`src/rtl/fetch_unit_pkg.sv`:
```
// fetch_unit_pkg: shared core constants and the fetch buffer entry type.
//   XLEN, INSTR_BYTES, RESET_PC_DEFAULT, NOP encoding, fetch_entry_t {pc, instr, filled}
package fetch_unit_pkg;
    localparam int XLEN = 32;
    localparam int INSTR_BYTES = 4;
    localparam logic [XLEN-1:0] RESET_PC_DEFAULT = 32'h0000_2000;
    localparam logic [XLEN-1:0] NOP = 32'h0000_0013;
    typedef struct packed {
        logic [XLEN-1:0] pc;
        logic [XLEN-1:0] instr;
        logic            filled;
    } fetch_entry_t;
endpackage

```
`src/rtl/fetch_unit_if.sv`:
```
// fetch_unit_if: fetch stage signal bundle.
//   redirect_valid/redirect_pc/stall  : from execute
//   imem_req_*                        : request channel to instruction memory
//   imem_resp_*                       : in-order response channel from memory
//   if_valid/if_instruction/if_pc     : fetched instruction to execute
//   master = fetch unit side, slave = environment side
interface fetch_unit_if;
    import fetch_unit_pkg::*;
    logic            redirect_valid;
    logic [XLEN-1:0] redirect_pc;
    logic            stall;
    logic            imem_req_valid;
    logic            imem_req_ready;
    logic [XLEN-1:0] imem_req_addr;
    logic            imem_resp_valid;
    logic [XLEN-1:0] imem_resp_data;
    logic            if_valid;
    logic [XLEN-1:0] if_instruction;
    logic [XLEN-1:0] if_pc;
    modport master (
        input  redirect_valid, redirect_pc, stall, imem_req_ready, imem_resp_valid, imem_resp_data,
        output imem_req_valid, imem_req_addr, if_valid, if_instruction, if_pc
    );
    modport slave (
        output redirect_valid, redirect_pc, stall, imem_req_ready, imem_resp_valid, imem_resp_data,
        input  imem_req_valid, imem_req_addr, if_valid, if_instruction, if_pc
    );
endinterface

```
`src/rtl/fetch_unit_buffer.sv`:
```
// fetch_buffer: circular fetch buffer with alloc/fill/read pointers and filled flags.
//   clk, rst      : clock, async active-high reset
//   clear         : drop every entry and rewind all pointers
//   alloc/alloc_pc: reserve the entry at alloc_ptr for a newly issued request
//   fill/fill_data: write the oldest unfilled entry (ignored when none is unfilled)
//   consume       : retire the head entry
//   count         : allocated entries, unfilled: allocated but not yet filled
//   head          : entry at read_ptr
module fetch_buffer
    import fetch_unit_pkg::*;
#(
    parameter int              DEPTH    = 2,
    parameter logic [XLEN-1:0] RESET_PC = RESET_PC_DEFAULT,
    localparam int             CW       = $clog2(DEPTH + 1)
) (
    input  logic            clk,
    input  logic            rst,
    input  logic            clear,
    input  logic            alloc,
    input  logic [XLEN-1:0] alloc_pc,
    input  logic            fill,
    input  logic [XLEN-1:0] fill_data,
    input  logic            consume,
    output logic [CW-1:0]   count,
    output logic [CW-1:0]   unfilled,
    output fetch_entry_t    head
);
    localparam int PW = $clog2(DEPTH);
    // Idle entries hold RESET_PC/0 so the output bus reads the reset values when empty
    localparam fetch_entry_t EMPTY = '{pc: RESET_PC, instr: '0, filled: 1'b0};
    fetch_entry_t    ent [DEPTH];
    logic [PW-1:0]   alloc_ptr, fill_ptr, read_ptr;
    logic            fill_ok;
    assign fill_ok = fill && unfilled != '0;
    assign head = ent[read_ptr];
    always_ff @(posedge clk or posedge rst) begin
        if (rst) begin
            for (int i = 0; i < DEPTH; i++) ent[i] <= EMPTY;
            alloc_ptr <= '0;
            fill_ptr  <= '0;
            read_ptr  <= '0;
            count     <= '0;
            unfilled  <= '0;
        end else if (clear) begin
            for (int i = 0; i < DEPTH; i++) ent[i] <= EMPTY;
            alloc_ptr <= '0;
            fill_ptr  <= '0;
            read_ptr  <= '0;
            count     <= '0;
            unfilled  <= '0;
        end else begin
            // alloc, fill and consume always target distinct entries
            if (alloc) begin
                ent[alloc_ptr] <= '{pc: alloc_pc, instr: '0, filled: 1'b0};
                alloc_ptr      <= alloc_ptr + PW'(1);
            end
            if (fill_ok) begin
                ent[fill_ptr].instr  <= fill_data;
                ent[fill_ptr].filled <= 1'b1;
                fill_ptr             <= fill_ptr + PW'(1);
            end
            if (consume) begin
                ent[read_ptr] <= EMPTY;
                read_ptr      <= read_ptr + PW'(1);
            end
            count    <= count + CW'(alloc) - CW'(consume);
            unfilled <= unfilled + CW'(alloc) - CW'(fill_ok);
        end
    end
endmodule

```
`src/rtl/fetch_unit.sv`:
```
// fetch_unit: instruction-fetch front end; owns the PC, issues imem requests, buffers
// responses and squashes wrong-path fetches on redirect.
//   clk, rst : clock, async active-high reset
//   bus      : fetch_unit_if.master (redirect/stall in, imem request/response, if_* out)
module fetch_unit
    import fetch_unit_pkg::*;
#(
    parameter logic [XLEN-1:0] RESET_PC = RESET_PC_DEFAULT,
    parameter int              DEPTH    = 2
) (
    input  logic          clk,
    input  logic          rst,
    fetch_unit_if.master  bus
);
    localparam int CW = $clog2(DEPTH + 1);
    logic [XLEN-1:0] pc;
    logic [CW-1:0]   count, unfilled, drop_cnt, drop_sum, drop_next;
    logic            redirect, resp, fire, fill, consume;
    fetch_entry_t    head;
    assign redirect = bus.redirect_valid;
    assign resp = bus.imem_resp_valid;
    // No issue while wrong-path responses are still due, so drop_cnt + unfilled <= DEPTH
    assign bus.imem_req_valid = !rst && count < CW'(DEPTH) && drop_cnt == '0 && !redirect;
    assign bus.imem_req_addr = pc;
    assign fire = bus.imem_req_valid && bus.imem_req_ready;
    assign fill = resp && drop_cnt == '0 && !redirect;
    assign bus.if_valid = head.filled && !redirect;
    assign bus.if_instruction = head.instr;
    assign bus.if_pc = head.pc;
    assign consume = bus.if_valid && !bus.stall;
    // On redirect every unfilled entry becomes a response to discard; one arriving now is eaten at once
    assign drop_sum = drop_cnt + unfilled;
    assign drop_next = redirect ? drop_sum - CW'(resp && drop_sum != '0)
                                : drop_cnt - CW'(resp && drop_cnt != '0);
    always_ff @(posedge clk or posedge rst) begin
        if (rst) begin
            pc       <= RESET_PC;
            drop_cnt <= '0;
        end else begin
            pc       <= redirect ? bus.redirect_pc & ~XLEN'(INSTR_BYTES - 1)
                      : fire     ? pc + XLEN'(INSTR_BYTES) : pc;
            drop_cnt <= drop_next;
        end
    end
    fetch_buffer #(.DEPTH(DEPTH), .RESET_PC(RESET_PC)) u_buf (
        .clk       (clk),
        .rst       (rst),
        .clear     (redirect),
        .alloc     (fire),
        .alloc_pc  (pc),
        .fill      (fill),
        .fill_data (bus.imem_resp_data),
        .consume   (consume),
        .count     (count),
        .unfilled  (unfilled),
        .head      (head)
    );
endmodule
```
`src/flat_wrapper.sv`:
```
// flat-port wrapper written by rule: the top's interface ports become plain ports
module fetch_unit_flat import fetch_unit_pkg::*;
#(
    parameter logic [XLEN-1:0] RESET_PC = RESET_PC_DEFAULT,
    parameter int              DEPTH    = 2
)
  (clk, rst, bus_redirect_valid, bus_redirect_pc, bus_stall, bus_imem_req_ready, bus_imem_resp_valid, bus_imem_resp_data, bus_imem_req_valid, bus_imem_req_addr, bus_if_valid, bus_if_instruction, bus_if_pc);
  fetch_unit_if bus_i ();
  input  logic clk;
  input  logic rst;
  input wire logic [$bits(bus_i.redirect_valid)-1:0] bus_redirect_valid;
  input wire logic [$bits(bus_i.redirect_pc)-1:0] bus_redirect_pc;
  input wire logic [$bits(bus_i.stall)-1:0] bus_stall;
  input wire logic [$bits(bus_i.imem_req_ready)-1:0] bus_imem_req_ready;
  input wire logic [$bits(bus_i.imem_resp_valid)-1:0] bus_imem_resp_valid;
  input wire logic [$bits(bus_i.imem_resp_data)-1:0] bus_imem_resp_data;
  output wire logic [$bits(bus_i.imem_req_valid)-1:0] bus_imem_req_valid;
  output wire logic [$bits(bus_i.imem_req_addr)-1:0] bus_imem_req_addr;
  output wire logic [$bits(bus_i.if_valid)-1:0] bus_if_valid;
  output wire logic [$bits(bus_i.if_instruction)-1:0] bus_if_instruction;
  output wire logic [$bits(bus_i.if_pc)-1:0] bus_if_pc;
  assign bus_i.redirect_valid = bus_redirect_valid;
  assign bus_i.redirect_pc = bus_redirect_pc;
  assign bus_i.stall = bus_stall;
  assign bus_i.imem_req_ready = bus_imem_req_ready;
  assign bus_i.imem_resp_valid = bus_imem_resp_valid;
  assign bus_i.imem_resp_data = bus_imem_resp_data;
  assign bus_imem_req_valid = bus_i.imem_req_valid;
  assign bus_imem_req_addr = bus_i.imem_req_addr;
  assign bus_if_valid = bus_i.if_valid;
  assign bus_if_instruction = bus_i.if_instruction;
  assign bus_if_pc = bus_i.if_pc;
  fetch_unit #(.RESET_PC(RESET_PC), .DEPTH(DEPTH)) u_core (.clk(clk), .rst(rst), .bus(bus_i));
endmodule
```
`config.mk`:
```
export PLATFORM = sky130hd
export DESIGN_NAME = fetch_unit_flat
export DESIGN_NICKNAME = d
export VERILOG_FILES = /design/src/rtl/fetch_unit_pkg.sv /design/src/rtl/fetch_unit_if.sv /design/src/rtl/fetch_unit_buffer.sv /design/src/rtl/fetch_unit.sv /design/src/flat_wrapper.sv
export SDC_FILE = /design/constraint.sdc
export NUM_CORES = 1
export LEC_CHECK = 0
export ABC_CLOCK_PERIOD_IN_PS = 11100
export CORE_MARGIN = 8
export CORE_UTILIZATION = 41
export CTS_CLUSTER_SIZE = 8
export DETAILED_ROUTE_END_ITERATION = 8
export DONT_BUFFER_PORTS = 1
export GPL_TIMING_DRIVEN = 0
export PLACE_DENSITY = 0.52
export SLEW_MARGIN = 15
export SYNTH_ARGS = -nofsm -noshare
export SYNTH_HDL_FRONTEND = slang
export SYNTH_SLANG_ARGS = --single-unit
```
`constraint.sdc`:
```
create_clock -name clk -period 11.1 [get_ports clk]
set_input_delay 1.665 -clock clk [delete_from_list [all_inputs] [get_ports clk]]
set_output_delay 1.665 -clock clk [all_outputs]
set_load 0.01 [all_outputs]
```
==> results of run 1 <==
## where the power goes
part / switching [µW] / internal (µW) / leakage, µW
combinational: 88.6 / 44.2 / 0.00130
clock: 265 / 384 / 0.000314
sequential: 43.4 / 638 / 0.00229
total: 397 / 1070 / 0.00391
## area by class of cell
cell class / count / share of cell area (%)
plain buffers: 64 / 2.90
clock buffers: 18 / 4.69
clock inverters: 14 / 2.28
inverters: 15 / 0.697
multi-input cells: 595 / 39.3
flip-flops and latches: 169 / 46.2
well taps: 265 / 3.62
repair buffers: 1 / 0.301
## worst paths after layout
| path | start | endpoint | cells after the start |
|---|---|---|---|
| worst max-delay path | bus_redirect_valid | bus_imem_req_valid | 3 |
| worst min-delay path | u_core.u_buf.ent[111] | u_core.u_buf.ent[111] | 2 |
| worst max register to register | u_core.u_buf.count[1] | u_core.u_buf.count[1] | 11 |
| worst min register to register | u_core.u_buf.ent[111] | u_core.u_buf.ent[111] | 2 |
| max in group asynchronous | rst | u_core.u_buf.ent[111] | 2 |
| min in group asynchronous | rst | u_core.bus.imem_req_addr[21] | 1 |
## routing by layer
layer	vias up	routed length [µm]	share of wire [%]	track usage [%]
met5	-	0	0	0
met2	242	13000	49	37.2
met4	0	833	3.1	8.79
li1	2985	-	-	-
met3	43	2490	9.3	8.06
met1	3271	10400	39	25.1
## state kept, by name (all words and copies together), names as in the netlist
signal,count
u_core.u_buf.fill_ptr,1
u_core.drop_cnt,2
u_core.bus.imem_req_addr,30
u_core.u_buf.alloc_ptr,1
u_core.u_buf.ent,130
u_core.u_buf.count,2
u_core.u_buf.unfilled,2
u_core.u_buf.read_ptr,1
## cells in the final DEF (no fill, tap or decap), drive strengths merged, types with 4 or more instances in the layout
master	Yosys	final
nor2b	10	10
xnor2	5	5
o21ai	21	21
buf	17	18
nand2	154	154
a221o	8	8
mux2i	7	7
clkinv	0	4
o311ai	8	8
mux2	64	64
nand3	19	19
nor2	87	87
a21oi	65	65
or2	4	4
and3	5	5
inv	15	21
nor3	14	14
dfrtp	166	166
bufinv	0	4
clkbuf	47	65
nand2b	4	4
ha	8	8
nand4	10	10
a22oi	68	68
## per-stage QoR
stage	utilization, %	std cells
4_1_cts	47.0	1141
3_5_place_dp	43.8	1109
6_report	47.0	1141
2_1_floorplan	-	843
3_3_place_gp	43.6	1108
5_1_grt	47.0	1141
## cell families after synthesis
family	Yosys count	synth area share [%]
and+or+nand+nor	320	17.4
AOI/OAI and AO/OA	186	14.9
DFF	169	52.0
buffers and inverters	79	3.95
muxes	71	9.71
adders and majority gates	8	1.23
xor gates and xnor gates	8	0.860
other	1	0.0460
## worst max-delay path, cell delays in order
cell and delay (ns):
or3_1 0.37, buf_6 0.16, nor3_1 0.33
==> summary.txt, run 1 <==
status = completed
final WL = 26.7 mm
Worst EP required = 9.44 ns
post-synthesis sequential area ratio = 52.0%
post_cts resized = 0
cell area power density = 160 nW/µm²
H-tree levels = 4
share of the synthesized area in the top cell type = 51.0%
clock buffer count from CTS = 17
Slew HR = 43.4%
number of failing hold endpoints at the final stage = 0
Final Hold Slack = 0.496 ns
DRC violation count after routing = 0
gr usage total = 22.1%
worst vdd ir = 0.115 mV
core box area = 19500 µm²
global-route wire length before repair = 41.1 mm
number of global-route vias before repair = 6818
clock skew = 0.0110 ns
setup TNS = 0 ns
HP Class = register to register
hold buffer count at CTS = 0
post-route ant nets = 0
Max-cap violations = 0
most instantiated cells after synthesis = dfrtp_1, nand2_1, nor2_1, a22oi_1, a21oi_1
num rows = 51
r2r setup slk = 8.31 ns
post-CTS setup buffers = 0
buffers added on ports = 0
Clock Pin Slew Worst Setup and Hold Paths = 0.06 ns
Final Power = 1460 µW
largest net degree at the start of global routing = 105
crit path max fanout = 10
final setup vio count = 0
most common cell in the netlist = dfrtp_1
Detailed Place HPWL = 19.3 mm
Fillers = 1848
Post-DP Area = 8520 µm²
Avg WL per Cell = 23.4 µm
total congestion overflow = 0
Sink Count = 169
antenna cell count = 0
Initial DRC Count = 445
P&R area growth vs syn = 12.4%
die height = 157 µm
Die X = 157 µm
kind of critical path = primary input to output pin
routed vias = 6541
ratio of final minimum period to clock period = 37.7%
Initial Util = 41.9%
synthesized cell area = 8150 µm²
Skew-Pair Late Insertion Delay = 0.43 ns
Post-synth top flop = dfrtp_1
worst-margin pin slew = 0.850 ns
die area = 24600 µm²
number of flops mapped to enable cells by yosys = 0
Yosys cell types = 53
dpl ws = 6.91 ns
Leakage = 0.00391 µW
CTS tree = done
Final min period = 4.19 ns
storage element area = 4230 µm²
gpl congestion = 0.831
fmax = 239 MHz
antenna violations before repair = 0
#FFs+latches synth = 169
Root Buffer = clkbuf_16
post-route setup slack = 6.91 ns
post-synthesis async set-or-reset flop share = 100%
CP endpoint kind = output pin
Syn Area/Cell = 9.68 µm²
area leader, netlist = dfrtp_1
IO Count = 168
WP data arrival = 2.52 ns
Max Slew Vio Count = 0
Synth area leaders = dfrtp_1, mux2_2, nand2_1, a22oi_1, a21oi_1
post-synthesis cell count = 842
RSZ-0062 raised after global routing = false
Synth Warn # = 0
multi-input logic area = 3600 µm²
First-pass DRT Iterations = 5
vias per cell = 5.73
fraction of layout cells with a size suffix above 1 = 13.9%
Finished Cell Area = 9160 µm²
critical path launch point type = primary input
clock buffer depth = 2
final net count = 941
Note: power is estimated with default switching activity, not from simulation.
==> inputs of run 2 (changes only) <==
--- a/config.mk
+++ b/config.mk
@@ -5,14 +5,15 @@
 export SDC_FILE = /design/constraint.sdc
 export NUM_CORES = 1
 export LEC_CHECK = 0
-export ABC_CLOCK_PERIOD_IN_PS = 11100
+export ABC_AREA = 1
+export ABC_CLOCK_PERIOD_IN_PS = 3450
 export CORE_MARGIN = 8
 export CORE_UTILIZATION = 41
 export CTS_CLUSTER_SIZE = 8
 export DETAILED_ROUTE_END_ITERATION = 8
 export DONT_BUFFER_PORTS = 1
 export GPL_TIMING_DRIVEN = 0
-export PLACE_DENSITY = 0.52
+export PLACE_DENSITY = 0.54
 export SLEW_MARGIN = 15
 export SYNTH_ARGS = -nofsm -noshare
 export SYNTH_HDL_FRONTEND = slang
==> constraint.sdc (replaced) <==
create_clock -name clk -period 3.45 [get_ports clk]
set_input_delay 0.5175 -clock clk [delete_from_list [all_inputs] [get_ports clk]]
set_output_delay 0.5175 -clock clk [all_outputs]
set_load 0.01 [all_outputs]
==> run 2 against run 1 <==
Compared with the run above:
- sequential share of layout area decreased by 6.0 points
- combinational power increased to 4.9 times the previous value
- cell area increased by 15%
- critical path type is now register to output pin
- synthesized cell count increased by 60%
- sequential power increased to 3.4 times the previous value
- routed wire length increased by 16%
- highest routed layer unchanged
- worst hold slack got worse by 0.47 ns
- clock skew increased by 0.0039 ns
==> summary.txt, run 2 <==
die area = 28100 µm²
Slew HR = 51.6%
Clock Pin Slew Worst Setup and Hold Paths = 0.07 ns
global-route wire length before repair = 47.3 mm
WP data arrival = 2.28 ns
clock buffer depth = 2
vias per cell = 5.06
Finished Cell Area = 10500 µm²
slowest CP cell = clkbuf_1
Final Power = 4910 µW
final setup vio count = 0
antenna cell count = 0
Root Buffer = clkbuf_16
fmax = 357 MHz
worst-margin pin slew = 0.726 ns
post_cts resized = 0
final WL = 30.9 mm
Yosys cell types = 41
worst vdd ir = 0.365 mV
Syn Area/Cell = 6.97 µm²
number of flops mapped to enable cells by yosys = 0
share of the synthesized area in the top cell type = 44.1%
H-tree levels = 4
largest net degree at the start of global routing = 30
Post-DP Area = 9910 µm²
Post-synth top flop = dfrtp_1
gr busiest metal = met2
dpl ws = 1.11 ns
Max Slew Vio Count = 0
worst r2r src = u_core.bus.imem_req_addr[3]
r2r setup slk = 1.17 ns
setup TNS = 0 ns
R2R depth = 8
kind of critical path = register to output pin
post-route ant nets = 0
area leader, netlist = dfrtp_1
post-CTS setup buffers = 0
Synth Warn # = 0
gr usage total = 22.0%
Final Util = 46.6%
Die X = 168 µm
storage element area = 4230 µm²
Avg WL per Cell = 18.5 µm
HP Class = primary input to asynchronous set/reset pin
number of failing hold endpoints at the final stage = 0
CTS tree = done
P&R area growth vs syn = 11.7%
post-synthesis sequential area ratio = 45.0%
Fillers = 2375
clock buffer count from CTS = 17
Sink Count = 169
Largest register FFs = 130
most instantiated cells after synthesis = nand2_1, nor2_1, dfrtp_1, inv_1, nand3_1
Initial Util = 41.7%
antenna violations before repair = 0
largest family of logic cells by synthesized area = simple AND/OR/NAND/NOR gates
Synth area leaders = dfrtp_1, nand2_1, nor2_1, nand3_1, inv_1
core box area = 22600 µm²
Max-cap violations = 0
Compound-Gate Fraction of Synth Area = 3.60%
critical path launch point type = register
met3 usage = 5.88%
gpl congestion = 0.919
Final min period = 2.80 ns
die height = 168 µm
status = completed
Skew-Pair Late Insertion Delay = 0.44 ns
First-pass DRT Iterations = 5
most common cell after layout, fill and taps aside = nand2_1
synthesized cell area = 9410 µm²
register bank with the most flops = u_core.u_buf.ent
cell area power density = 467 nW/µm²
post-synthesis cell count = 1351
RSZ-0062 raised after global routing = false
Initial DRC Count = 604
leading cell types in the layout, fill and taps excluded = nand2_1, nor2_1, dfrtp_1
ratio of final minimum period to clock period = 81.1%
num rows = 55
clock skew = 0.0149 ns
adder-cell share of the synthesized area = 1.06%
fraction of layout cells with a size suffix above 1 = 8.71%
most common cell in the netlist = nand2_1
post-synthesis async set-or-reset flop share = 100%
Detailed Place HPWL = 22.8 mm
R2R Path End = u_core.bus.imem_req_addr[20]
IO Count = 168
simple-gate area share of the yosys netlist = 40.3%
buffers added on ports = 0
number of global-route vias before repair = 8035
critical-path cell list = inv_2 -> clkbuf_1 -> clkbuf_1 -> nand2_1 -> nand2_1
multi-input logic area = 4330 µm²
post-route setup slack = 0.652 ns
#FFs+latches synth = 169
crit path max fanout = 10
DRC violation count after routing = 0
post-synthesis mux area share = 0.106%
xor/xnor share of the synthesized area = 0.837%
hold buffer count at CTS = 0
met1 Usage GRT = 29.2%
Worst EP required = 2.93 ns
CP endpoint kind = output pin
routed vias = 8472
total congestion overflow = 0
GR Util met2 = 34.5%
Leakage = 0.00597 µW
final net count = 1455
Critical Path Max Stage Delay = 0.51 ns
[run 2: changes by cell type after synthesis, moves of 64 or more]
cell	previous run	this run
nor2_1	86	203
inv_1	14	119
nand3_1	19	90
nand2_1	154	542
mux2_2	64	0
a22oi_1	68	0
[run 2: power by group]
part,switching (µW),internal (µW),total [µW],leakage (µW)
combinational,439,211,650,0.00340
sequential,207,2080,2290,0.00229
clock,865,1100,1970,0.000286
[run 2: routing by layer]
| metal | routed length (µm) | share of wire (%) | vias up |
|---|---|---|---|
| met1 | 14000 | 45 | 3958 |
| met4 | 592 | 1.9 | 0 |
| met2 | 13900 | 45 | 280 |
| met3 | 2450 | 7.9 | 39 |
| li1 | - | - | 4195 |
| met5 | 0 | 0 | - |
[run 2: worst max-delay path by stage]
stage                               start                            to  slack (ns)  cells after the start
floorplan                             rst  u_core.bus.imem_req_addr[10]        0.78                      1
global placement                      rst          u_core.u_buf.ent[26]       -0.44                      1
detailed placement  u_core.u_buf.read_ptr                 bus_if_pc[21]        1.11                      5
CTS                 u_core.u_buf.read_ptr                 bus_if_pc[21]        0.65                      5
global route        u_core.u_buf.read_ptr                 bus_if_pc[18]        0.54                      5
finish              u_core.u_buf.read_ptr                 bus_if_pc[13]        0.65                      5
[run 2: cell type report]
class                   instances  area share, %
flip-flops and latches        169           40.3
repair buffers                  6           1.29
clock inverters                10           1.00
multi-input cells             985           41.2
well taps                     285           3.39
plain buffers                  70           3.56
clock buffers                  22           4.70
inverters                     128           4.61
[run 2: metrics by stage]
step / hold WS, ns / instances
after global routing: 0.0475 / 1675
after CTS: 0.0243 / 1675
after detailed placement: 0.493 / 1643
final: 0.0289 / 1675
after global placement: 0.486 / 1637
after floorplan: 0.478 / 1352
[run 2: cells by family after synthesis]
family,after synthesis
buf+inv,198
fa+ha+maj,8
compound gates,52
other cells,1
mux,1
flops,169
simple gates,913
xor+xnor,9
[run 2: critical path, delay by kind of cell, from the launching register on]
family | cells | cell delay, ns
buffers and inverters | 3 | 1.12
AND/OR/NAND/NOR | 2 | 0.32
flip-flops | 1 | 0.40
